### src/rtl/status_snapshot_block.sv
// Status snapshot block: sticky error flags, saturating per-channel error counters and
// live status words captured into a coherent shadow set, served over a registered read port.
module status_snapshot_block #(
    parameter int unsigned N_LIVE = 8,
    parameter int unsigned N_ERR  = 16,
    parameter int unsigned N_CHAN = 5,
    parameter int unsigned CNT_W  = 16,
    parameter int unsigned ADDR_W = 6
) (
    input  logic                  clk,
    input  logic                  reset_n,
    input  logic [N_LIVE*32-1:0]  live_status,
    input  logic [N_ERR-1:0]      err_in,
    input  logic [N_CHAN-1:0]     chan_err,
    input  logic                  snap,
    input  logic                  clr_en,
    input  logic [31:0]           clr_mask,
    input  logic                  clr_cnt,
    input  logic                  rd_en,
    input  logic [ADDR_W-1:0]     rd_addr,
    output logic [31:0]           rd_data,
    output logic                  rd_ack,
    output logic                  sticky_any
);

    localparam logic [CNT_W-1:0] CNT_MAX = {CNT_W{1'b1}};

    logic [N_ERR-1:0]      sticky_q, sticky_d;
    logic [N_CHAN-1:0]     chan_prev_q;
    logic [N_CHAN-1:0]     chan_rise;
    logic [CNT_W-1:0]      cnt_q [N_CHAN];
    logic [CNT_W-1:0]      cnt_d [N_CHAN];

    logic [N_LIVE*32-1:0]  live_sh_q;
    logic [N_ERR-1:0]      sticky_sh_q;
    logic [N_ERR-1:0]      raw_sh_q;
    logic [CNT_W-1:0]      cnt_sh_q [N_CHAN];
    logic [31:0]           snap_count_q;

    logic [31:0]           rd_data_q, rd_mux;
    logic                  rd_ack_q;
    logic                  sticky_any_q;

    // Mask bits above N_ERR have no sticky bit behind them.
    logic unused_clr_mask;
    assign unused_clr_mask = ^clr_mask;

    always_comb begin
        sticky_d  = (sticky_q & ~(clr_mask[N_ERR-1:0] & {N_ERR{clr_en}})) | err_in;
        chan_rise = chan_err & ~chan_prev_q;
        for (int c = 0; c < int'(N_CHAN); c++) begin
            cnt_d[c] = cnt_q[c];
            if (clr_cnt) begin
                cnt_d[c] = chan_rise[c] ? CNT_W'(1) : '0;
            end else if (chan_rise[c] && cnt_q[c] != CNT_MAX) begin
                cnt_d[c] = cnt_q[c] + CNT_W'(1);
            end
        end
    end

    // Read mux works from shadow registers only, so a read coinciding with snap sees pre-snap data.
    always_comb begin
        rd_mux = '0;
        for (int k = 0; k < int'(N_LIVE); k++) begin
            if (rd_addr == ADDR_W'(k)) rd_mux = live_sh_q[32*k +: 32];
        end
        if (rd_addr == ADDR_W'(N_LIVE))     rd_mux = 32'(sticky_sh_q);
        if (rd_addr == ADDR_W'(N_LIVE + 1)) rd_mux = 32'(raw_sh_q);
        for (int c = 0; c < int'(N_CHAN); c++) begin
            if (rd_addr == ADDR_W'(N_LIVE + 2 + c)) rd_mux = 32'(cnt_sh_q[c]);
        end
        if (rd_addr == ADDR_W'(N_LIVE + 2 + N_CHAN)) rd_mux = snap_count_q;
    end

    always_ff @(posedge clk or negedge reset_n) begin
        if (!reset_n) begin
            sticky_q     <= '0;
            chan_prev_q  <= '0;
            live_sh_q    <= '0;
            sticky_sh_q  <= '0;
            raw_sh_q     <= '0;
            snap_count_q <= '0;
            rd_data_q    <= '0;
            rd_ack_q     <= 1'b0;
            sticky_any_q <= 1'b0;
            for (int c = 0; c < int'(N_CHAN); c++) begin
                cnt_q[c]    <= '0;
                cnt_sh_q[c] <= '0;
            end
        end else begin
            sticky_q     <= sticky_d;
            sticky_any_q <= |sticky_q;
            chan_prev_q  <= chan_err;
            for (int c = 0; c < int'(N_CHAN); c++) begin
                cnt_q[c] <= cnt_d[c];
            end
            if (snap) begin
                live_sh_q    <= live_status;
                sticky_sh_q  <= sticky_d;
                raw_sh_q     <= err_in;
                snap_count_q <= snap_count_q + 32'd1;
                for (int c = 0; c < int'(N_CHAN); c++) begin
                    cnt_sh_q[c] <= cnt_d[c];
                end
            end
            rd_ack_q <= rd_en;
            if (rd_en) rd_data_q <= rd_mux;
        end
    end

    assign rd_data    = rd_data_q;
    assign rd_ack     = rd_ack_q;
    assign sticky_any = sticky_any_q;

endmodule

### config.mk
export PLATFORM = sky130hd
export DESIGN_NAME = status_snapshot_block
export DESIGN_NICKNAME = d
export VERILOG_FILES = /design/src/rtl/status_snapshot_block.sv
export SDC_FILE = /design/constraint.sdc
export NUM_CORES = 1
export LEC_CHECK = 0
export CAP_MARGIN = 5
export CORE_UTILIZATION = 50
export DETAILED_ROUTE_END_ITERATION = 10
export DONT_BUFFER_PORTS = 1
export HOLD_SLACK_MARGIN = 0.12
export PLACE_DENSITY_LB_ADDON = 0.05
export SYNTH_ARGS = -nofsm -noshare
export SYNTH_HDL_FRONTEND = slang
export SYNTH_SLANG_ARGS = --single-unit
export TNS_END_PERCENT = 1
### constraint.sdc
create_clock -name clk -period 4.8 [get_ports clk]
set_input_delay 1.2 -clock clk [delete_from_list [all_inputs] [get_ports clk]]
set_output_delay 1.2 -clock clk [all_outputs]
set_load 0.02 [all_outputs]
* After elaboration in Yosys (flattened, before gate mapping)
Index checks and enable logic that the tools add are counted.
** Storage, ports and cells
- Logic and storage cells :: 89
- Register bits after elaboration :: 535
- Output and inout port bits :: 34
- Input port bits :: 321
** Cells by class
- Add/subtract/negate cells :: 6
- Bitwise logic cells :: 6
- Mux-type cells :: 31
- Reduce and logical (&&, ||, !) cells :: 7
- Equality and inequality tests :: 20
** Operators by type and width (count)
- 32-bit two-way mux :: 16
- 16-bit two-way mux :: 10
- 16-bit by 1-bit adder with 16-bit output, second input constant :: 5
- 16-bit != test, second input constant :: 5
- 6-bit by 4-bit equality test with 1-bit output, second input constant :: 8
- 32-bit by 1-bit adder with 32-bit output, second input constant :: 1
- 16-bit AND :: 2
- 6-bit by 3-bit equality test with 1-bit output, second input constant :: 4
- 16-bit inverter :: 1
- 16-bit bitwise OR :: 1
- 16-bit OR reduction :: 1
- 6-bit by 2-bit equality test with 1-bit output, second input constant :: 2
- 6-bit by 1-bit equality test with 1-bit output, second input constant :: 1
- 6-bit zero test :: 1
- 5-bit AND :: 1
- 1-bit logical AND :: 5
- 1-bit two-way mux :: 5
- 5-bit inverter :: 1

* Longest topological paths before layout
- Word-level depth :: 17
- Mapped depth :: 10
- Depth with buffers taken out :: 7

* Least setup slack after synthesis
OpenSTA, ideal clock, no wires.
- Kind :: in2reg
- From :: input rd_addr[0]
- To :: register rd_data_q[0], in the netlist rd_data[0]
- Library setup time :: 0.122 ns
- Path buffers :: 3
- Arrival :: 2.606 ns
- Path slack :: 2.072 ns
- Data required time :: 4.678 ns
- Stages on the path :: 8
- Path through :: buf_4 buf_6 buf_4 mux4_2 a21oi_1 a21oi_1 o211ai_1 nand2_1
** On the way
- Cells in the longest elaborated chain, start to end :: 17
- Elaborated cells on any way between the ends :: 32
- Classes of those cells :: eq/ne (15); mux (16); reduce/logical (1)
** RTL lines
- start: declaration :: line 20 : input logic [ADDR_W-1:0] rd_addr,
- 6-bit zero test :: line 65 : if (rd_addr == ADDR_W'(k)) rd_mux = live_sh_q[32*k +: 32];
- 32-bit two-way mux (8 in series) :: line 65
- 32-bit two-way mux :: line 67 : if (rd_addr == ADDR_W'(N_LIVE)) rd_mux = 32'(sticky_sh_q);
- 32-bit two-way mux :: line 68 : if (rd_addr == ADDR_W'(N_LIVE + 1)) rd_mux = 32'(raw_sh_q);
- 32-bit two-way mux (5 in series) :: line 70 : if (rd_addr == ADDR_W'(N_LIVE + 2 + c)) rd_mux = 32'(cnt_sh_q[c]);
- 32-bit two-way mux (*) :: line 72 : if (rd_addr == ADDR_W'(N_LIVE + 2 + N_CHAN)) rd_mux = snap_count_q;
- end signal: assignment :: line 107 : if (rd_en) rd_data_q <= rd_mux;
- end: declaration :: line 40 : logic [31:0] rd_data_q, rd_mux;
Mark *: on every way between the ends. The rest lies on a longest branch, timed or not.
A chain may end at the register's enable or synchronous reset.

==> impl_metrics.py <==
metrics = {
    "status": {
        "status": "finished with violations",
        "violations": "slew limit",
    },
    "die": {
        "fp-row-count": 81,
        "pin_count": 355,
        "core_um2": 48850,
        "die_w_um": 224.2,
        "dieArea_um2": 50240,
        "die_y_um": 224.2,
        "start_util": 0.5051,
    },
    "clock_tree": {
        "holdBufCountCts": 0,
        "ctsResizeCount": 0,
        "htreeDepth": 2,
        "clk_latency_ns": 0.63,
        "cts_setup_buffers": 0,
        "clock-sinks": 535,
        "cts_buffer_depth": 3,
        "cts_buffers": 58,
        "clk_pin_slew_ns": 0.06,
        "root_buffer": "clkbuf_16",
        "tritoncts": "done",
    },
    "grt": {
        "grt_usage": 0.2789,
        "grt_first_pass_wirelength_um": 104700,
        "antenna_found_initial": 47,
        "gr-total-overflow": 0,
        "grt_max_degree": 536,
        "grt_pass1_vias": 16769,
    },
    "setup_path": {
        "worstPathRequired_ns": 5.31,
        "cp_max_fo": 327,
        "cp_data_arrival_time_ns": 3.33,
        "endpoint_kind": "flop",
        "cp-start-kind": "primary input",
        "crit_type": "primary input to flop",
    },
    "route": {
        "drc": 0,
        "antenna_left": 0,
        "routed_via_density": 6.063,
        "dr.pass1.iters": 5,
        "post_drt_wl_per_cell_um": 25.71,
        "wl_um": 69270,
        "initialDrtViolationCount": 1326,
        "vias": 16334,
    },
    "synth": {
        "synth_fp_nets": 2345,
        "postSynthCellCount": 2018,
        "synth_seq_cells": 535,
        "synth_area_um2": 24670,
        "async_flop_share": 1.000,
        "synth_top_area_share": 0.5426,
        "synth.distinct_cells": 75,
        "yosysSeqAreaShare": 0.5426,
        "synth-edff-count": 0,
        "synthTopCellsByArea": "dfrtp_1 (54%), mux2_2 (15%), mux4_2 (3.2%)",
        "avgSynthCellArea_um2": 12.23,
        "synthFlopType": "dfrtp_1",
        "yosys_warnings": 0,
        "synth_top_area_cell": "dfrtp_1",
    },
    "finish": {
        "most-common-layout-cells": "dfrtp_1 (535), mux2_2 (319), nor2_1 (131), nand2_1 (128), o21ai_0 (60)",
        "area_growth_pct": 9.903,
        "regArea_um2": 13390,
        "multiInputGateArea_um2": 10610,
        "final_nets": 2287,
        "drive_above_1_share": 0.2399,
        "n_fill_cell": 4192,
        "final_common_cell": "dfrtp_1",
    },
    "placed_design": {
        "gp_congestion": 0.8897,
        "port-buffer-count": 0,
        "dp_hpwl_um": 47350,
    },
    "sta": {
        "grt_setup_unrepaired": "no",
        "skew_ns": 0.03245,
        "tns_ns": 0,
        "period_share": 0.5880,
        "finalHoldViolations": 0,
        "relSlewSlack": -0.5507,
        "clock.fmax_mhz": 354.3,
        "min_period_ns": 2.822,
        "worst_pin_slew_ns": 2.326,
        "setup_violations": 0,
        "slew_violations": 277,
    },
    "power_and_ir_drop": {
        "power.total_w": 0.01059,
        "peakVddDrop_v": 0.0002671,
        "power_leakage_nw": 11.13,
        "p_per_area_nw_per_um2": 390.4,
    },
    "job": {
        "max_cap_viol_count": 0,
    },
    "hold_path": {
        "hp-class": "primary input to asynchronous set/reset pin",
    },
}
[registers in the layout (all words and copies together) (netlist names)]
signal and flops:
chan_prev_q 5, cnt_q 80, cnt_sh_q 80, live_sh_q 256
raw_sh_q 16, rd_ack 1, rd_data 32, snap_count_q 32
sticky_any 1, sticky_q 16, sticky_sh_q 16
[worst max-delay path, cell delays in order]
cell     delay, ns
nand4_1       0.37
nor3_1        0.62
nand2_1       0.18
nor2_1        0.26
nand3_1       0.15
xnor2_1       0.15
[final cells by class]
type                       count  area share
timing repair buffer           7    0.001938
antenna                       25    0.002307
inverter                      28    0.003876
sequential                   535      0.4937
clock inverter                21     0.01393
multi-input combinational   1330      0.3913
tap                          664     0.03064
clock buffer                  84     0.06229
[stage by stage]
step | instances | hold WS [ns] | utilization | cell area [um^2] | setup slack [ns]
global route | 2687 | 0.2663 | 0.5548 | 27100 | 1.948
finish | 2694 | 0.2904 | 0.5551 | 27120 | 1.978
floorplan | 2018 | 0.4432 | - | 24670 | 2.072
detailed placement | 2564 | 0.4726 | 0.5116 | 24990 | 1.603
global placement | 2564 | 0.4711 | 0.5116 | 24990 | 1.679
CTS | 2669 | 0.2622 | 0.5539 | 27060 | 2.250
[path summary, 6_finish.rpt]
check / start / end / slack [ns] / cells past startpoint
min: reset_n / chan_prev_q[1] / 0.29 / 0
max reg2reg: cnt_q[34] / cnt_sh_q[33] / 2.47 / 6
min in group clk: cnt_sh_q[69] / cnt_sh_q[69] / 0.49 / 1
max: snap / snap_count_q[31] / 1.98 / 6
max in group asynchronous: reset_n / cnt_q[32] / 2.67 / 0
min reg2reg: cnt_sh_q[69] / cnt_sh_q[69] / 0.49 / 1
[synthesized netlist by cell type, types with 12 or more instances]
| library cell | n |
|---|---|
| mux2i_1 | 41 |
| a22oi_1 | 27 |
| o2bb2ai_1 | 49 |
| o21ai_0 | 60 |
| nand4_1 | 38 |
| mux4_2 | 35 |
| nor2b_1 | 23 |
| nand2b_1 | 18 |
| nand3_1 | 50 |
| a21oi_1 | 57 |
| and4_1 | 12 |
| o21ai_1 | 12 |
| xnor2_1 | 49 |
| buf_2 | 39 |
| and3_1 | 20 |
| o22ai_1 | 24 |
| xor2_1 | 47 |
| mux2_2 | 319 |
| nor2_1 | 131 |
| a21o_1 | 16 |
| nor3_1 | 25 |
| nand2_1 | 129 |
| a221oi_1 | 18 |
| clkbuf_1 | 71 |
| a31oi_1 | 13 |
| dfrtp_1 | 535 |
| inv_1 | 28 |
[cells by family after synthesis]
logic type,Yosys count,share of synthesized area
and+or+nand+nor,490,0.1017
muxes,395,0.1942
DFF,535,0.5426
buffers and inverters,153,0.02814
AOI/OAI and AO/OA,343,0.09629
adders and majority gates,6,0.003042
xor gates and xnor gates,96,0.03408
[power by group]
group          internal (W)  switching (W)  leakage, nW
combinational      0.000432       0.000287         3.45
clock               0.00292        0.00186         1.02
sequential          0.00483       0.000254         6.66
total               0.00819        0.00240         11.1
[routing by layer]
metal,track usage,part of all wire,vias to the layer above
met5,0,0.0042,-
met4,0.09677,0.023,42
met3,0.1017,0.088,122
met2,0.4269,0.47,490
met1,0.3654,0.42,8393
li1,-,-,7287
Power figures use the tool's default switching activity.
